**config.mk**
```make
export PLATFORM = sky130hd
export DESIGN_NAME = ne_window_detector
export DESIGN_NICKNAME = d
export VERILOG_FILES = /design/src/rtl/ne_window_detector.sv
export SDC_FILE = /design/constraint.sdc
export NUM_CORES = 1
export LEC_CHECK = 0
export CORE_MARGIN = 2
export CORE_UTILIZATION = 58
export CTS_BUF_LIST = sky130_fd_sc_hd__clkbuf_8 sky130_fd_sc_hd__clkbuf_16
export DETAILED_ROUTE_END_ITERATION = 12
export GPL_TIMING_DRIVEN = 0
export PLACE_DENSITY = 0.95
export SLEW_MARGIN = 0
export SYNTH_ARGS = -nofsm -noshare
export SYNTH_HDL_FRONTEND = slang
export SYNTH_SLANG_ARGS = --single-unit
```
**constraint.sdc**
```tcl
create_clock -name clk -period 8.3 [get_ports clk]
set_input_delay 1.66 -clock clk [delete_from_list [all_inputs] [get_ports clk]]
set_output_delay 1.66 -clock clk [all_outputs]
set_load 0.1 [all_outputs]
```
**src/rtl/ne_window_detector.sv**
```systemverilog
// Window-mean accumulator over non-overlapping 2^LOG2_WIN sample windows of the NE stream,
// with a HOLD-window hysteresis alarm that is evaluated on every window mean.
module ne_window_detector #(
   parameter int IN_WIDTH = 33,
   parameter int LOG2_WIN = 4,
   parameter int HOLD     = 3
) (
   input  logic                       clk,
   input  logic                       rst,
   input  logic                       en,
   input  logic signed [IN_WIDTH-1:0] din,
   input  logic                       din_valid,
   input  logic signed [IN_WIDTH-1:0] threshold,
   output logic signed [IN_WIDTH-1:0] mean_out,
   output logic                       mean_valid,
   output logic                       alarm,
   output logic                       alarm_change,
   output logic        [LOG2_WIN-1:0] win_count
);

   localparam int ACC_W = IN_WIDTH + LOG2_WIN;
   localparam int RUN_W = 4;
   localparam logic [RUN_W-1:0]    RUN_LAST = RUN_W'(HOLD - 1);
   localparam logic [LOG2_WIN-1:0] WIN_LAST = '1;

   typedef enum logic {QUIET = 1'b0, ALARM = 1'b1} det_state_t;

   det_state_t              state;
   logic [RUN_W-1:0]        run;
   logic signed [ACC_W-1:0] acc;
   logic signed [ACC_W-1:0] din_ext;
   logic signed [ACC_W-1:0] total;
   logic signed [ACC_W-1:0] total_shr;
   logic signed [IN_WIDTH-1:0] mean_new;
   logic                    accept;
   logic                    closing;
   logic                    above;

   always_comb begin
      accept    = en && din_valid;
      closing   = accept && (win_count == WIN_LAST);
      din_ext   = {{LOG2_WIN{din[IN_WIDTH-1]}}, din};
      total     = acc + din_ext;
      // Arithmetic shift floors; the mean always fits back into the input width.
      total_shr = total >>> LOG2_WIN;
      mean_new  = total_shr[IN_WIDTH-1:0];
      above     = mean_new > threshold;
   end

   always_ff @(posedge clk or posedge rst) begin
      if (rst) begin
         acc          <= '0;
         win_count    <= '0;
         mean_out     <= '0;
         mean_valid   <= 1'b0;
         alarm        <= 1'b0;
         alarm_change <= 1'b0;
         run          <= '0;
         state        <= QUIET;
      end else begin
         mean_valid   <= 1'b0;
         alarm_change <= 1'b0;
         if (closing) begin
            acc        <= '0;
            win_count  <= '0;
            mean_out   <= mean_new;
            mean_valid <= 1'b1;
            // The detector only steps on window close, using the fresh mean.
            case (state)
               QUIET: begin
                  if (!above)
                     run <= '0;
                  else if (run == RUN_LAST) begin
                     state        <= ALARM;
                     run          <= '0;
                     alarm        <= 1'b1;
                     alarm_change <= 1'b1;
                  end else
                     run <= run + 1'b1;
               end
               ALARM: begin
                  if (above)
                     run <= '0;
                  else if (run == RUN_LAST) begin
                     state        <= QUIET;
                     run          <= '0;
                     alarm        <= 1'b0;
                     alarm_change <= 1'b1;
                  end else
                     run <= run + 1'b1;
               end
               default: begin
                  state <= QUIET;
                  run   <= '0;
               end
            endcase
         end else if (accept) begin
            acc       <= total;
            win_count <= win_count + 1'b1;
         end
      end
   end

endmodule

```
==> results.tsv, run 1 <==
metric	value	unit
status	complete, no violations	
worstPathArrival	7.42	ns
reg2reg_depth	21	
antenna_found_initial	0	
worstMarginPinSlew	1.01	ns
drtAntennaViolNets	0	
slew_headroom	0.323	
synthCells	669	
end_kind	register	
stdcell_count	928	
grt_overflow	0	
wl	17200	um
rsz0062_at_grt	no	
synthSimpleGateAreaFrac	0.163	
vias	5771	
peakVddDrop	0.266	mV
final_hold_viol_count	0	
utilization	0.756	
dieArea	11100	um2
start_util	0.604	
path_clk_slew	0.08	ns
rows	36	
gp_congestion	0.959	
drc	0	
timing.setup.tns	0	ns
io_buffers	109	
synth_compound_area_frac	0.226	
maxCapViolCount	0	
post-route-period-util	0.864	
syn-cell-area	5950	um2
hp-start	mean_out[6]$_DFFE_PP0P_	
hold_end	mean_out[6]$_DFFE_PP0P_	
p_leak	3.77	nW
clkSinkCount	82	
ioPinCount	110	
netlist.area_leader.share	0.345	
syn_area_per_cell	8.90	um2
grt_pass1_wl	28100	um
required	8.54	ns
synth.largest_area_cell	dfrtp_1	
finalClockSkew	0.00793	ns
clock_latency	0.38	ns
clockRootBuffer	clkbuf_8	
numCtsBuffers	9	
grt_pass1_vias	5851	
synth_ff_type	dfrtp_1	
htree_levels	3	
fmax	0.139	GHz
synthAdderAreaFrac	0.155	
ys_warn_count	0	
synth_nets	812	
crit_fanout	4	
nNetsFinal	933	
hpwl	13100	um
antenna_cells	0	
ys_seq_area_frac	0.345	
cts_resized	0	
cts_tree	done	
dr.pass1.iters	5	
powerDensity	430	nW/um2
grt_use_total	0.318	
setup_viol	0	
min_path_type	reg -> reg	
synth_top_family_by_area	compound AO/OA/AOI/OAI gates	
timing.rr.end	run[2]$_DFFE_PP0P_	
crit_type	in -> reg	
synthTopCellsByCount	114 x nand2_1, 82 x dfrtp_1, 72 x ha_1	
synth_cell_types	57	
grt_max_degree	54	
synth-async-reset-ratio	1.00	
r2r_start	acc[0]$_DFFE_PP0P_	
r2r_setup_slack	2.50	ns
dieHeight	105	um
ctsHoldBuffers	0	
synth_xor_area_frac	0.0485	
area_growth	25.3	%
ys_seq_elements	82	
period_minus_slack	7.18	ns
synth.area.mux_share	0.0193	
first_iter_violations	362	
drive_above_1_share	0.0403	
wire_per_inst	18.5	um
crit_path_start_kind	primary input	
cts_setup_buffers	0	
dieWidth	105	um
viasPerCell	6.22	
hold_path_depth	2	
synth.area.top_cells	dfrtp_1 34%, ha_1 15%, nand2_1 7.2%, a21o_1 5.7%, a22o_1 4.4%	
synth_most_common_cell	nand2_1	
max-clock-path-buffers	2	
drv_slew	0	
synth-edff-count	0	
core	9860	um2
placed_cells	912	
[worst max path at each step]
stage	from	endpoint	slack (ns)
2_1_floorplan	din[0]	run[2]$_DFFE_PP0P_	2.56
3_3_place_gp	din[0]	run[2]$_DFFE_PP0P_	1.23
3_5_place_dp	din[0]	run[2]$_DFFE_PP0P_	1.08
4_1_cts	din[0]	run[2]$_DFFE_PP0P_	1.39
5_1_grt	din[0]	run[2]$_DFFE_PP0P_	0.90
6_report	din[0]	run[2]$_DFFE_PP0P_	1.12
[logic make-up after synthesis]
group	after synthesis
AOI/OAI and AO/OA	191
DFF	82
buffers and inverters	69
adders and majority gates	73
muxes	10
xor gates and xnor gates	33
and+or+nand+nor	211
[worst max-delay path: stages]
cell             delay [ns]
clkdlybuf4s50_1        0.47
ha_1                   0.19
inv_1                  0.06
fa_1                   0.38
nor2b_1                0.23
o2111ai_1              0.24
a31oi_1                0.28
o21ai_0                0.19
a31oi_1                0.32
a31oi_1                0.17
o41ai_1                0.49
xor2_1                 0.40
ha_1                   0.21
nand4_1                0.15
nor4_1                 0.66
nand3_1                0.15
o21a_1                 0.26
o211ai_1               0.11
o221ai_1               0.15
nor3_1                 0.33
or3_1                  0.21
o221ai_1               0.11
[routing by layer]
| layer | track usage | share of wire | wire [um] | vias up |
|---|---|---|---|---|
| met5 | 0 | 0 | 0 | - |
| met2 | 0.529 | 0.47 | 8130 | 288 |
| met4 | 0.184 | 0.054 | 928 | 0 |
| met1 | 0.388 | 0.40 | 6950 | 2745 |
| met3 | 0.0526 | 0.067 | 1160 | 88 |
| li1 | - | - | - | 2650 |
[metrics by stage]
stage | cell area (um2) | setup WS (ns) | total power [mW] | hold WS (ns)
global route | 7460 | 0.902 | 3.40 | 0.513
global placement | 7210 | 1.23 | 2.69 | 0.455
finish | 7460 | 1.12 | 3.21 | 0.482
floorplan | 5950 | 2.56 | 2.27 | 0.443
detailed placement | 7240 | 1.08 | 2.80 | 0.462
CTS | 7460 | 1.39 | 3.15 | 0.482
[power breakdown]
part | internal (mW) | leakage [nW] | switching [mW]
sequential | 0.543 | 1.07 | 0.0983
combinational | 0.795 | 2.59 | 1.44
clock | 0.176 | 0.113 | 0.156
[state kept, by name, summed over array words and instances, names as in the netlist, named ones only]
| signal | count |
|---|---|
| mean_valid | 1 |
| run | 4 |
| mean_out | 33 |
| alarm | 1 |
| acc | 37 |
| win_count | 4 |
| alarm_change | 1 |
[layout by cell type, fill, tap and decap left out, types with 7 or more instances in the layout]
cell type and instances:
a21o_1 45, a21oi_1 35, a22o_1 30, clkbuf_1 19, clkbuf_8 10, clkdlybuf4s50_1 109
dfrtp_1 82, ha_1 72, inv_1 46, mux2_2 8, nand2_1 114, nand3_1 8
nand4_1 15, nor2_1 27, nor3_1 10, o21a_1 7, o21ai_0 27, xnor2_1 20
xor2_1 13
[layout make-up]
| class | count | area (um2) |
|---|---|---|
| sequential | 82 | 2050 |
| multi-input combinational | 518 | 3640 |
| timing repair buffer | 110 | 1120 |
| clock inverter | 6 | 81.3 |
| tap | 133 | 166 |
| inverter | 47 | 179 |
| fill | 639 | 2400 |
| clock buffer | 10 | 138 |
| buffer | 22 | 86.3 |
(Power assumes the default switching activity.)
==> run 2, diff against run 1 <==
==> constraint.sdc (replaced) <==
create_clock -name clk -period 8.3 [get_ports clk]
set_input_delay 2.075 -clock clk [delete_from_list [all_inputs] [get_ports clk]]
set_output_delay 2.075 -clock clk [all_outputs]
set_load 0.1 [all_outputs]
==> results of run 2 <==
Same layout as run 1 (identical final DEF). Status: complete, no violations.
Main changes from that run: setup slack after placement 1.08 ns -> 0.660 ns; setup slack after layout 1.12 ns -> 0.710 ns
==> run 3, diff against run 2 <==
--- a/config.mk
+++ b/config.mk
@@ -7,11 +7,11 @@
 export LEC_CHECK = 0
 export CORE_MARGIN = 2
 export CORE_UTILIZATION = 58
-export CTS_BUF_LIST = sky130_fd_sc_hd__clkbuf_8 sky130_fd_sc_hd__clkbuf_16
 export DETAILED_ROUTE_END_ITERATION = 12
 export GPL_TIMING_DRIVEN = 0
 export PLACE_DENSITY = 0.95
-export SLEW_MARGIN = 0
+export SKIP_LAST_GASP = 1
+export SLEW_MARGIN = 40
 export SYNTH_ARGS = -nofsm -noshare
 export SYNTH_HDL_FRONTEND = slang
 export SYNTH_SLANG_ARGS = --single-unit
==> results.tsv, run 3 (same netlist as run 1, synthesis figures left out) <==
metric	value	unit	change
status	complete, no violations		
hold_ws	0.474	ns	-0.00823 ns
layout_common_cells	114 x nand2_1, 82 x dfrtp_1, 72 x ha_1		
p_leak	3.85	nW	+1.9%
crit_top_cell	a31oi_1		
finalClockSkew	0.0129	ns	+0.00493 ns
antenna_cells	0		unchanged
grt_max_degree	54		unchanged
cts_tree	done		
crit_slowest_cell	nor4_1		
grt_pass1_vias	5551		-5.1%
dr.pass1.iters	6		+1
timing.setup.tns	0	ns	unchanged
final_hold_viol_count	0		unchanged
reg.largest.list	acc (37), mean_out (33)		
crit_path_start_kind	primary input		
design_area	7260	um2	-2.7%
start_util	0.604		unchanged
final_common_cell	nand2_1		
p_sw_frac	0.534		+0.00588
dp_slack	0.607	ns	
pwr-share-clk	0.107		+0.003
first_iter_violations	323		-11%
peakVddDrop	0.310	mV	+17%
placed_cells	912		unchanged
hpwl	12700	um	-2.7%
core	9860	um2	unchanged
fmax	0.133	GHz	
r2r_start	acc[0]$_DFFE_PP0P_		
post-route-period-util	0.904		
worstPathArrival	7.75	ns	
htree_levels	3		unchanged
clkSinkCount	82		unchanged
power.switching	1.67	mW	-1.4%
period_minus_slack	7.50	ns	
clock_latency	0.39	ns	about the same
multi_input_area	3640	um2	unchanged
required	8.55	ns	about the same
maxCapViolCount	0		unchanged
p_int	1.46	mW	-3.7%
utilization	0.736		-0.0200
powerDensity	431	nW/um2	+0.20%
pwr-share-comb	0.690		-0.006
setup_ws	0.801	ns	
path_buf_inv	2		unchanged
gp_congestion	0.959		unchanged
vias	5704		-1.2%
nNetsFinal	933		unchanged
drc	0		unchanged
setup_viol	0		unchanged
drtAntennaViolNets	0		unchanged
seqPwrFrac	0.203		+0.003
grt_overflow	0		unchanged
path_delay_family	compound AO/OA/AOI/OAI gates		
path_clk_slew	0.09	ns	about the same
postPlaceCellArea	7040	um2	-2.7%
numCtsBuffers	9		unchanged
grt_use_total	0.300		-0.0175
clockRootBuffer	clkbuf_8		
grt_pass1_wl	26500	um	-5.5%
area_growth	22.0	%	
slew_headroom	0.498		+0.175
hp-start	mean_out[13]$_DFFE_PP0P_		
antenna_found_initial	0		unchanged
drv_slew	0		unchanged
cts_resized	0		unchanged
critPathMaxStageDelay	0.55	ns	-0.11 ns
max_flop_register	acc		
min_path_type	reg -> reg		
dieHeight	105	um	unchanged
cp_cell_sequence	clkdlybuf4s50_1, ha_1, inv_1, fa_1, nor2b_1, o2111ai_1, a31oi_1, o21ai_0, a31oi_1, a31oi_1, o41ai_1, xor2_1, ha_1, nand4_1, nor4_1, nand3_1, o21a_1, o211ai_1, o221ai_1, nor3_1, or3_1, o221ai_1		
finalPower	3.13	mW	-2.5%
cts_setup_buffers	0		unchanged
ioPinCount	110		unchanged
crit_fanout	4		unchanged
fillers	696		+8.9%
wl	16400	um	-4.3%
max-clock-path-buffers	2		unchanged
crit_type	in -> reg		
end_kind	register		
viasPerCell	6.15		-1.2%
dieWidth	105	um	unchanged
stdcell_count	928		unchanged
worstMarginPinSlew	0.744	ns	-0.269 ns
wire_per_inst	17.7	um	-4.3%
rsz0062_at_grt	no		
critical_path.startpoint	din[0]		
rows	36		unchanged
ctsHoldBuffers	0		unchanged
drive_above_1_share	0.0906		+0.0503
io_buffers	109		unchanged
dieArea	11100	um2	unchanged
largest_reg_flops	37		unchanged
ff_latch_area	2050	um2	unchanged
==> run 3: changes by cell type in the layout (fill, tap and decap cells not counted) <==
cell	previous run	this run
clkdlybuf4s50_1	109	69
inv_1	46	45
inv_4	1	0
buf_2	0	40
clkbuf_1	19	20
inv_6	0	1
==> run 3: metal layers <==
metal | vias up | GRT usage | share of wire
met5 | - | 0 | 0
met4 | 0 | 0.149 | 0.039
met3 | 52 | 0.0550 | 0.078
met2 | 287 | 0.496 | 0.47
met1 | 2717 | 0.377 | 0.41
li1 | 2648 | - | -
==> run 3: layout make-up <==
| class | count | area share |
|---|---|---|
| well taps | 133 | 0.0229 |
| multi-input cells | 518 | 0.501 |
| plain buffers | 22 | 0.0119 |
| flip-flops and latches | 82 | 0.283 |
| repair buffers | 110 | 0.126 |
| clock buffers | 11 | 0.0195 |
| inverters | 47 | 0.0250 |
| clock inverters | 5 | 0.0107 |
==> run 3: tightest hold or removal path, delay by kind of cell (launching register included) <==
kind | cells | cell delay, ns
AND/OR/NAND/NOR | 2 | 0.10
flip-flops | 1 | 0.34
==> run 3: path summary, 6_finish.rpt <==
kind | endpoint | slack [ns] | depth (start not counted)
min in group asynchronous | mean_out[24]$_DFFE_PP0P_ | 2.02 | 2
max reg2reg | run[2]$_DFFE_PP0P_ | 2.59 | 21
max in group asynchronous | win_count[2]$_DFFE_PP0P_ | 5.72 | 3
min | mean_out[13]$_DFFE_PP0P_ | 0.47 | 2
max | run[2]$_DFFE_PP0P_ | 0.80 | 22
min reg2reg | mean_out[13]$_DFFE_PP0P_ | 0.47 | 2
==> run 3: power by group through the flow <==
| stage | Combinational (mW) | Clock, mW | Sequential, mW |
|---|---|---|---|
| after floorplan | 1.23 | 0 | 1.04 |
| after global placement | 2.06 | 0 | 0.632 |
| after detailed placement | 2.10 | 0 | 0.638 |
| after CTS | 2.12 | 0.332 | 0.634 |
| after global routing | 2.34 | 0.347 | 0.652 |
| final | 2.16 | 0.334 | 0.635 |
